## config.mk

```make
export PLATFORM = sky130hd
export DESIGN_NAME = affine_loop_controller_flat
export DESIGN_NICKNAME = d
export VERILOG_FILES = /design/src/rtl/affine_loop_controller_if.sv /design/src/rtl/affine_loop_controller.sv /design/src/flat_wrapper.sv
export SDC_FILE = /design/constraint.sdc
export NUM_CORES = 1
export LEC_CHECK = 0
export BUFFER_PORTS_ARGS = -buffer_cell sky130_fd_sc_hd__buf_2
export CAP_MARGIN = 40
export CORE_UTILIZATION = 58
export CTS_CLUSTER_DIAMETER = 200
export DETAILED_ROUTE_END_ITERATION = 8
export PLACE_DENSITY_LB_ADDON = 0.05
export SYNTH_ARGS = -nofsm -noshare
export SYNTH_HDL_FRONTEND = slang
export SYNTH_SLANG_ARGS = --single-unit
```

## constraint.sdc

```tcl
create_clock -name clk -period 4.5 [get_ports clk]
set_input_delay 0.225 -clock clk [delete_from_list [all_inputs] [get_ports clk]]
set_output_delay 0.225 -clock clk [all_outputs]
set_load 0.05 [all_outputs]
```

## src/rtl/affine_loop_controller_if.sv

```systemverilog
// Issue-side bundle of the affine loop controller: restart/freeze requests in, issue strobe,
// loop indices and completion flag out.
interface affine_loop_controller_if;
  logic             flush;
  logic             stall;
  logic             en;
  logic [2:0][15:0] ctrl_vars;
  logic             done;

  modport master (
    output flush,
    output stall,
    input  en,
    input  ctrl_vars,
    input  done
  );

  modport slave (
    input  flush,
    input  stall,
    output en,
    output ctrl_vars,
    output done
  );
endinterface

```

## src/rtl/affine_loop_controller.sv

```systemverilog
// Three-deep affine loop nest issuing one access every II cycles after a programmable start delay.
// Define AFFINE_LOOP_CONTROLLER_STALL_EN to honour the stall input; otherwise it is ignored.
module affine_loop_controller #(
  parameter int unsigned EXTENT_0    = 1,
  parameter int unsigned EXTENT_1    = 64,
  parameter int unsigned EXTENT_2    = 64,
  parameter int unsigned II          = 1,
  parameter int unsigned START_DELAY = 0
) (
  input logic                      clk,
  input logic                      rst_n,
  affine_loop_controller_if.slave  bus
);

  typedef enum logic [1:0] {StIdle, StDelay, StRun, StDone} state_e;

  localparam logic [15:0] Max0     = 16'(EXTENT_0 - 1);
  localparam logic [15:0] Max1     = 16'(EXTENT_1 - 1);
  localparam logic [15:0] Max2     = 16'(EXTENT_2 - 1);
  localparam logic [7:0]  IiMax    = 8'(II - 1);
  localparam logic [15:0] DelayLd  = 16'(START_DELAY);
  // With no start delay the first issue follows the flush directly.
  localparam state_e      FlushDst = (START_DELAY == 0) ? StRun : StDelay;

  state_e           state_q;
  logic [15:0]      delay_q;
  logic [7:0]       ii_q;
  logic [2:0][15:0] idx_q;
  logic [2:0][15:0] idx_d;
  logic             done_q;
  logic             stall_eff;
  logic             issue;
  logic             last;

`ifdef AFFINE_LOOP_CONTROLLER_STALL_EN
  assign stall_eff = bus.stall;
`else
  logic unused_stall;
  assign unused_stall = bus.stall;
  assign stall_eff    = 1'b0;
`endif

  assign issue = (state_q == StRun) && (ii_q == 8'd0) && !stall_eff;
  assign last  = (idx_q[0] == Max0) && (idx_q[1] == Max1) && (idx_q[2] == Max2);

  // Innermost index first, carrying outward.
  always_comb begin
    idx_d = idx_q;
    if (idx_q[2] == Max2) begin
      idx_d[2] = 16'd0;
      if (idx_q[1] == Max1) begin
        idx_d[1] = 16'd0;
        idx_d[0] = (idx_q[0] == Max0) ? 16'd0 : idx_q[0] + 16'd1;
      end else begin
        idx_d[1] = idx_q[1] + 16'd1;
      end
    end else begin
      idx_d[2] = idx_q[2] + 16'd1;
    end
  end

  always_ff @(posedge clk) begin
    if (!rst_n) begin
      state_q <= StIdle;
      delay_q <= 16'd0;
      ii_q    <= 8'd0;
      idx_q   <= '0;
      done_q  <= 1'b0;
    end else if (bus.flush) begin
      state_q <= FlushDst;
      delay_q <= DelayLd;
      ii_q    <= 8'd0;
      idx_q   <= '0;
      done_q  <= 1'b0;
    end else if (!stall_eff) begin
      unique case (state_q)
        StIdle: begin
        end
        StDelay: begin
          delay_q <= delay_q - 16'd1;
          if (delay_q <= 16'd1) begin
            state_q <= StRun;
          end
        end
        StRun: begin
          ii_q <= (ii_q == IiMax) ? 8'd0 : ii_q + 8'd1;
          if (issue) begin
            idx_q <= idx_d;
            if (last) begin
              state_q <= StDone;
              done_q  <= 1'b1;
            end
          end
        end
        StDone: begin
        end
      endcase
    end
  end

  assign bus.en        = issue;
  assign bus.ctrl_vars = idx_q;
  assign bus.done      = done_q;

endmodule

```

## src/flat_wrapper.sv

```systemverilog
// flat-port wrapper written by rule: the top's interface ports become plain ports
module affine_loop_controller_flat 
#(
  parameter int unsigned EXTENT_0    = 1,
  parameter int unsigned EXTENT_1    = 64,
  parameter int unsigned EXTENT_2    = 64,
  parameter int unsigned II          = 1,
  parameter int unsigned START_DELAY = 0
)
  (clk, rst_n, bus_flush, bus_stall, bus_en, bus_ctrl_vars, bus_done);
  affine_loop_controller_if bus_i ();
  input logic clk;
  input logic rst_n;
  input wire logic [$bits(bus_i.flush)-1:0] bus_flush;
  input wire logic [$bits(bus_i.stall)-1:0] bus_stall;
  output wire logic [$bits(bus_i.en)-1:0] bus_en;
  output wire logic [$bits(bus_i.ctrl_vars)-1:0] bus_ctrl_vars;
  output wire logic [$bits(bus_i.done)-1:0] bus_done;
  assign bus_i.flush = bus_flush;
  assign bus_i.stall = bus_stall;
  assign bus_en = bus_i.en;
  assign bus_ctrl_vars = bus_i.ctrl_vars;
  assign bus_done = bus_i.done;
  affine_loop_controller #(.EXTENT_0(EXTENT_0), .EXTENT_1(EXTENT_1), .EXTENT_2(EXTENT_2), .II(II), .START_DELAY(START_DELAY)) u_core (.clk(clk), .rst_n(rst_n), .bus(bus_i));
endmodule
```

==> flow_metrics.tcl, run 1 <==
set metrics [dict create \
    status "completed" \
    dieHeight_um 80.9 \
    routed_via_density 5.73 \
    area_delta_synth_final_pct 16.4 \
    grt_overflow 0 \
    die_w_um 80.9 \
    async_flop_share_pct 0 \
    required_ns 4.74 \
    vias 3169 \
    synth_flop_cell "dfxtp_1" \
    synth_cell_types 49 \
    yosysWarnings 0 \
    grt_max_degree 23 \
    clock_path_buffers 2 \
    synth_cells 421 \
    multi_input_area_mm2 0.00200 \
    cts_tree "yes" \
    root_buffer "clkbuf_8" \
    leakagePower_nw 1.60 \
    drt-total-wl_mm 7.85 \
    cts_setup_buffers 0 \
    fin_ws_ns 1.52 \
    postCtsHoldBufs 0 \
    ios 54 \
    drc 0 \
    start_kind "register" \
    relSlewSlack_pct 46.6 \
    cts.repair.resized 0 \
    final_hold_viol_count 0 \
    synth-seq-area-share_pct 41.6 \
    tightest_slew_ns 0.796 \
    synth_area_mm2 0.00361 \
    crit_type "reg2reg" \
    cts_buffers 9 \
    clock_skew_ns 0.0113 \
    coreArea_mm2 0.00596 \
    clkTransAtPathRegs_ns 0.07 \
    clkLatencyLatePin_ns 0.34 \
    wire_per_inst_um 14.2 \
    setup_violations 0 \
    routabilityCongestion 0.779 \
    report.final.slew_viol_count 0 \
    drt_iter0_drc 173 \
    diodes 0 \
    regArea_mm2 0.00150 \
    fin_util_pct 70.5 \
    htreeDepth 3 \
    fin_crit_sh_pct 66.3 \
    endpoint_kind "register" \
    io_buffers 52 \
    worstPathArrival_ns 3.22 \
    syn_area_per_cell_um2 8.57 \
    ant_nets 0 \
    ys_ff_latch 75 \
    setup_tns_ns 0 \
    cts.sinks 75 \
    pwr_density_cell_mw_per_mm2 331 \
    pre_cts_ws_ns 1.52 \
    period_minus_slack_ns 2.98 \
    hold_class "in2reg" \
    fill_cells 509 \
    crit_fanout 18 \
    synth_edf_count 0 \
    maxCapViolCount 0 \
    antenna_found_initial 0 \
    hpwl_mm 5.45 \
    grt_pass1_vias 2787 \
    synth_nets 433 \
    ir_worst_vdd_v 0.000192 \
    max_freq_ghz 0.335 \
    fp-row-count 28 \
    firstDrtPassIters 4 \
    grt_pass1_wl_mm 12.7 \
    rsz0062_at_grt "no" \
    grtUsageTotal_pct 24.8 \
    initial_core_util_pct 60.6 \
    die_area_mm2 0.00654 \
    drive_gt1_share_pct 17.2 \
    finalNetCount 485 \
]
## cells by family after synthesis
| family | share of synthesized area, % |
|---|---|
| flip-flops | 41.6 |
| buffers and inverters | 2.95 |
| AND/OR/NAND/NOR | 33.3 |
| multiplexers | 1.11 |
| XOR/XNOR | 11.4 |
| AO/OA/AOI/OAI | 6.90 |
| adder cells (fa/ha/maj) | 2.77 |
## sequential cells by signal, summed over array words and instances, names as in the netlist
| signal | cells |
|---|---|
| u_core.delay_q | 16 |
| u_core.state_q | 2 |
| u_core.ii_q | 8 |
| u_core.bus.done | 1 |
| u_core.bus.ctrl_vars | 48 |
## power by group
group | leakage, nW | internal, mW | total (mW) | switching [mW]
combinational | 0.855 | 0.00643 | 0.0303 | 0.0239
sequential | 0.604 | 0.664 | 0.666 | 0.00192
clock | 0.137 | 0.455 | 0.695 | 0.240
## metal layers
layer  track usage [%]  vias to the layer above  wire length (µm)  part of all wire [%]
li1                  -                     1615                 -                     -
met1              33.0                     1472              3700                    47
met2              39.6                       74              3740                    48
met3              3.82                        8               319                   4.1
met4              11.1                        0                89                   1.1
met5                 0                        -                 0                     0
## metrics by stage
step | cells | total power, mW | hold WS (ns) | cell area [µm²]
floorplan | 421 | 0.703 | 0.353 | 3610
global placement | 537 | 0.712 | 0.468 | 3920
detailed placement | 537 | 0.712 | 0.471 | 3920
CTS | 553 | 1.41 | 0.131 | 4200
global route | 553 | 1.43 | 0.134 | 4200
finish | 553 | 1.39 | 0.142 | 4200
## cell usage in the layout (no fill, tap or decap), types with 6 or more instances in the layout
master and n:
a21oi_1 21, and3_1 8, and4_1 12, buf_2 52, clkbuf_8 11, dfxtp_1 75
ha_1 8, inv_1 9, nand2_1 25, nand3_1 24, nand4_1 13, nor2_1 62
nor3_1 18, nor4_1 14, o21ai_0 12, or3_1 10, or4_1 6, xnor2_1 25
xor2_1 22
## Yosys cell counts, drive strengths merged (3+ instances only)
cell,count,area [µm²]
and4,12,105
nor2b,3,18.8
nand3,25,130
and3,8,50.1
xor2,22,193
nor2,62,233
o31ai,3,22.5
nor4,14,87.6
nand4,14,93.8
dfxtp,75,1500
a21oi,21,105
buf,7,38.8
inv,9,33.8
or3,10,62.6
ha,8,100
nand2,25,93.8
or4,7,56.3
xnor2,25,219
o21ai,13,65.1
clkbuf,8,30.0
nand2b,3,18.8
nor3,20,110
nor4b,3,47.5
mux2i,4,40.0
## area by class of cell
class / count / share of cell area [%]
multi-input cells: 321 / 47.6
flip-flops and latches: 75 / 35.8
repair buffers: 56 / 6.91
clock buffers: 12 / 3.69
clock inverters: 4 / 2.86
well taps: 75 / 2.23
inverters: 10 / 0.894
## final timing paths
path,startpoint,to,slack (ns),depth (start not counted)
worst max-delay path,u_core.ii_q[0],u_core.bus.ctrl_vars[31],1.52,7
worst min-delay path,rst_n,u_core.state_q[1],0.14,2
worst max register to register,u_core.ii_q[0],u_core.bus.ctrl_vars[31],1.52,7
worst min register to register,u_core.bus.done,u_core.bus.done,0.48,2
## critical path, cell delays in order (launching register included)
cell	delay [ns]
dfxtp_1	0.35
inv_1	0.09
ha_1	0.15
nor4b_4	0.33
nand3_2	0.40
or4b_1	0.67
o21ai_1	0.65
o21ba_2	0.25
(Power assumes the default switching activity.)
==> run 2, diff against run 1 <==
--- a/config.mk
+++ b/config.mk
@@ -7,7 +7,7 @@
 export LEC_CHECK = 0
 export BUFFER_PORTS_ARGS = -buffer_cell sky130_fd_sc_hd__buf_2
 export CAP_MARGIN = 40
-export CORE_UTILIZATION = 58
+export CORE_UTILIZATION = 51
 export CTS_CLUSTER_DIAMETER = 200
 export DETAILED_ROUTE_END_ITERATION = 8
 export PLACE_DENSITY_LB_ADDON = 0.05
==> constraint.sdc (replaced) <==
create_clock -name clk -period 2.6 [get_ports clk]
set_input_delay 0.13 -clock clk [delete_from_list [all_inputs] [get_ports clk]]
set_output_delay 0.13 -clock clk [all_outputs]
set_load 0.05 [all_outputs]
==> run 2 against run 1 <==
Global-route usage down 2.4 points. Core utilization is 8.3 points lower. Critical endpoint is now u_core.bus.ctrl_vars[15]. Largest cell class unchanged. Clock skew rose by 0.0013 ns. Sequential power rose by 73%. First-iteration DRC count shrank 3.5%. Worst hold slack got worse by 0.10 ns.
==> flow_metrics.tcl, run 2 (synthesized netlist as in run 1, its figures left out) <==
set metrics [dict create \
    die_w_um 86.1 \
    maxCapViolCount 0 \
    vias 3247 \
    endpoint_kind "register" \
    dieHeight_um 86.1 \
    antenna_found_initial 0 \
    clock_skew_ns 0.0126 \
    report.final.slew_viol_count 0 \
    hpwl_mm 5.59 \
    final_cell_mix "dfxtp_1 (75), nor2_1 (62), buf_2 (52)" \
    pre_cts_ws_ns 0.285 \
    crit_family "simple AND/OR/NAND/NOR gates" \
    ios 54 \
    required_ns 2.88 \
    final_hold_viol_count 0 \
    final_common_cell "dfxtp_1" \
    drc 0 \
    crit_fanout 11 \
    fin_crit_sh_pct 90.7 \
    crit_type "reg2reg" \
    drive_gt1_share_pct 19.1 \
    status "completed" \
    coreArea_mm2 0.00683 \
    die_area_mm2 0.00742 \
    ir_worst_vdd_v 0.000317 \
    cts_setup_buffers 0 \
    clock_path_buffers 2 \
    hold_class "in2reg" \
    pwr_density_cell_mw_per_mm2 524 \
    cts_buffers 9 \
    grt_pass1_vias 2912 \
    relSlewSlack_pct 52.7 \
    fp-row-count 30 \
    grt_pass1_wl_mm 13.3 \
    cts.repair.resized 0 \
    start_kind "register" \
    finalNetCount 495 \
    clkLatencyLatePin_ns 0.35 \
    grt_max_degree 23 \
    crit_chain "inv_1 -> ha_1 -> nor4b_4 -> nand4_2 -> or4_4 -> or4_1 -> a21oi_1" \
    initial_core_util_pct 52.8 \
    crit_slowest_cell "or4_4" \
    area_delta_synth_final_pct 17.8 \
    drt-total-wl_mm 8.07 \
    grtUsageTotal_pct 22.4 \
    rsz0062_at_grt "no" \
    ant_nets 0 \
    critPathBufInv 1 \
    clkTransAtPathRegs_ns 0.08 \
    max_freq_ghz 0.424 \
    firstDrtPassIters 4 \
    routed_via_density 5.56 \
    wire_per_inst_um 13.8 \
    fin_ws_ns 0.241 \
    setup_violations 0 \
    root_buffer "clkbuf_8" \
    largest_register_ffs 48 \
    drt_iter0_drc 167 \
    routabilityCongestion 0.826 \
    period_minus_slack_ns 2.36 \
    tightest_slew_ns 0.709 \
    power.total_mw 2.23 \
    cts.sinks 75 \
    grt_overflow 0 \
    htreeDepth 3 \
    io_buffers 52 \
    leakagePower_nw 1.62 \
    worstPathArrival_ns 2.64 \
    cpPeakStageDelay_ns 0.59 \
    diodes 0 \
    setup_tns_ns 0 \
    postCtsHoldBufs 0 \
    cts_tree "yes" \
]
-- run 2: metal layers --
layer / track usage (%) / wire (µm) / up-vias
met5: 0 / 0 / -
met4: 9.09 / 109 / 0
met3: 3.85 / 362 / 11
met2: 35.9 / 3640 / 84
met1: 30.0 / 3950 / 1533
li1: - / - / 1619
-- run 2: worst register-to-register path: cells and delay by family, from the launching register on --
kind	cells	cell delay, ns
simple gates	4	1.55
flops	1	0.35
fa+ha+maj	1	0.17
compound gates	1	0.15
buf+inv	1	0.09
-- run 2: layout make-up --
cell class,count,area (µm²)
inverters,10,37.5
flip-flops and latches,75,1500
repair buffers,66,365
multi-input cells,321,2000
fillers,630,2580
well taps,96,120
clock buffers,10,138
clock inverters,6,88.8
-- run 2: final timing paths --
check | slack (ns) | end | start | cells past startpoint
worst max-delay path | 0.24 | u_core.bus.ctrl_vars[15] | u_core.ii_q[0] | 7
worst min-delay path | 0.04 | u_core.state_q[1] | bus_flush | 2
worst max register to register | 0.24 | u_core.bus.ctrl_vars[15] | u_core.ii_q[0] | 7
worst min register to register | 0.49 | u_core.bus.done | u_core.bus.done | 2
-- run 2: metrics by stage --
step | util, % | cell area (µm²) | instances | hold slack [ns]
final | 62.2 | 4250 | 584 | 0.0379
after global routing | 62.2 | 4250 | 584 | 0.0362
after CTS | 62.2 | 4250 | 584 | 0.0275
after detailed placement | 58.9 | 4030 | 568 | 0.388
after global placement | 58.9 | 4030 | 568 | 0.376
after floorplan | - | 3610 | 421 | 0.258
-- run 2: power by group --
part           total (mW)  leakage, nW  internal (mW)  switching, mW
Combinational      0.0623        0.904         0.0170         0.0453
Sequential           1.15        0.604           1.15        0.00180
Clock                1.02        0.108          0.566          0.450
==> run 3, diff against run 2 <==
--- a/config.mk
+++ b/config.mk
@@ -7,7 +7,7 @@
 export LEC_CHECK = 0
 export BUFFER_PORTS_ARGS = -buffer_cell sky130_fd_sc_hd__buf_2
 export CAP_MARGIN = 40
-export CORE_UTILIZATION = 51
+export CORE_UTILIZATION = 57
 export CTS_CLUSTER_DIAMETER = 200
 export DETAILED_ROUTE_END_ITERATION = 8
 export PLACE_DENSITY_LB_ADDON = 0.05
==> constraint.sdc (replaced) <==
create_clock -name clk -period 2.3 [get_ports clk]
set_input_delay 0.115 -clock clk [delete_from_list [all_inputs] [get_ports clk]]
set_output_delay 0.115 -clock clk [all_outputs]
set_load 0.05 [all_outputs]
==> run 3 against run 2 <==
Critical path depth did not move. Core utilization rose by 11 points. Clock power decreased by 14%. Highest routed layer unchanged.
==> flow_metrics.tcl, run 3 (synthesized netlist as in run 1, its figures left out) <==
set metrics [dict create \
    final_hold_viol_count 0 \
    grt_max_degree 23 \
    use_met3_pct 4.44 \
    final_common_cell "dfxtp_1" \
    critPathBufInv 1 \
    rsz0062_at_grt "yes" \
    worstPathArrival_ns 2.53 \
    wire_per_inst_um 14.3 \
    coreArea_mm2 0.00603 \
    relSlewSlack_pct 45.5 \
    busiest_layer "met2" \
    start_kind "register" \
    die_w_um 81.6 \
    firstDrtPassIters 4 \
    cts_buffers 9 \
    clock_path_buffers 2 \
    power.total_mw 2.25 \
    maxCapViolCount 0 \
    drt-total-wl_mm 8.41 \
    largest_register_ffs 48 \
    fin_crit_sh_pct 97.5 \
    area_delta_synth_final_pct 22.6 \
    grt_pass1_vias 2940 \
    vias 3361 \
    htreeDepth 3 \
    crit_chain "inv_2 -> ha_4 -> nor4b_4 -> nand4_2 -> or4_4 -> or4_4 -> a21oi_2" \
    routabilityCongestion 0.814 \
    required_ns 2.59 \
    setup_violations 0 \
    ir_worst_vdd_v 0.000457 \
    grt_pass1_wl_mm 13.2 \
    final_cell_mix "dfxtp_1 (65), nor2_1 (62), buf_2 (52)" \
    grtUsageMet2_pct 42.3 \
    io_buffers 52 \
    tightest_slew_ns 0.817 \
    crit_slowest_cell "or4_4" \
    crit_fanout 3 \
    diodes 0 \
    cts_tree "yes" \
    period_minus_slack_ns 2.24 \
    drive_gt1_share_pct 26.3 \
    hpwl_mm 5.89 \
    die_area_mm2 0.00665 \
    crit_path_frequent_cell "or4_4" \
    leakagePower_nw 1.71 \
    endpoint_kind "register" \
    cpPeakStageDelay_ns 0.59 \
    grtUsageTotal_pct 25.9 \
    clkLatencyLatePin_ns 0.35 \
    dieHeight_um 81.6 \
    report.final.slew_viol_count 0 \
    drc 0 \
    max_freq_ghz 0.446 \
    pre_cts_ws_ns 0.0595 \
    grt_overflow 0 \
    root_buffer "clkbuf_8" \
    met1_usage_pct 33.4 \
    clkTransAtPathRegs_ns 0.07 \
    crit_type "reg2reg" \
    routed_via_density 5.72 \
    pwr_density_cell_mw_per_mm2 508 \
    antenna_found_initial 0 \
    fin_ws_ns 0.0569 \
    crit_family "simple AND/OR/NAND/NOR gates" \
    drt_iter0_drc 123 \
    fp-row-count 28 \
    initial_core_util_pct 59.9 \
    hold_class "in2reg" \
    ant_nets 0 \
    status "completed" \
    finalNetCount 521 \
    cts.sinks 75 \
    ios 54 \
    clock_skew_ns 0.00587 \
]
run 3: layer usage:
metal | part of all wire, % | vias up
met3 | 4.2 | 15
met2 | 47 | 69
met1 | 47 | 1602
met5 | 0 | -
met4 | 1.7 | 0
li1 | - | 1675
run 3: report_power, final:
| part | leakage (nW) | switching (mW) | total, mW | internal (mW) |
|---|---|---|---|---|
| registers | 0.609 | 0.00242 | 1.30 | 1.30 |
| clock network | 0.0860 | 0.463 | 0.873 | 0.411 |
| logic | 1.02 | 0.0523 | 0.0728 | 0.0205 |
| total | 1.71 | 0.518 | 2.25 | 1.73 |
run 3: timing repair:
action,4_1_cts,5_1_grt
endpoints found under the hold margin,1,0
setup buffers,0,6
gates resized for setup,0,18
hold buffers,1,0
endpoints found under the setup margin,0,13
run 3: worst reg2reg max path, stage by stage (launching register included):
cell and delay (ns):
dfxtp_2 0.33, inv_2 0.06, ha_4 0.12, nor4b_4 0.26
nand4_2 0.17, or4_4 0.59, or4_4 0.55, a21oi_2 0.12
run 3: final cells by class:
cell class | count | area (µm²)
Multi-Input combinational cell | 322 | 2050
Tap cell | 75 | 93.8
Timing Repair Buffer | 91 | 563
Fill cell | 484 | 1600
Clock buffer | 12 | 145
Inverter | 10 | 37.5
Clock inverter | 3 | 15.0
Sequential cell | 75 | 1510
run 3: final timing paths:
kind,from,endpoint,slack [ns],cells after the start
worst min-delay path,bus_flush,u_core.state_q[1],0.004,2
worst max register to register,u_core.ii_q[1],u_core.bus.ctrl_vars[15],0.06,7
worst max-delay path,u_core.ii_q[1],u_core.bus.ctrl_vars[15],0.06,7
worst min register to register,u_core.bus.ctrl_vars[33],u_core.bus.ctrl_vars[33],0.48,2
run 3: through the flow:
stage                     cell area, µm²  hold WS (ns)  std cells  utilization, %  setup TNS [ns]
after detailed placement            4140         0.359        565            68.8               0
after global routing                4420       0.00616        588            73.4         -0.0307
final                               4420       0.00441        588            73.4               0
after floorplan                     3620         0.243        421               -               0
after global placement              4140         0.359        565            68.8               0
after CTS                           4310       0.00207        581            71.6               0
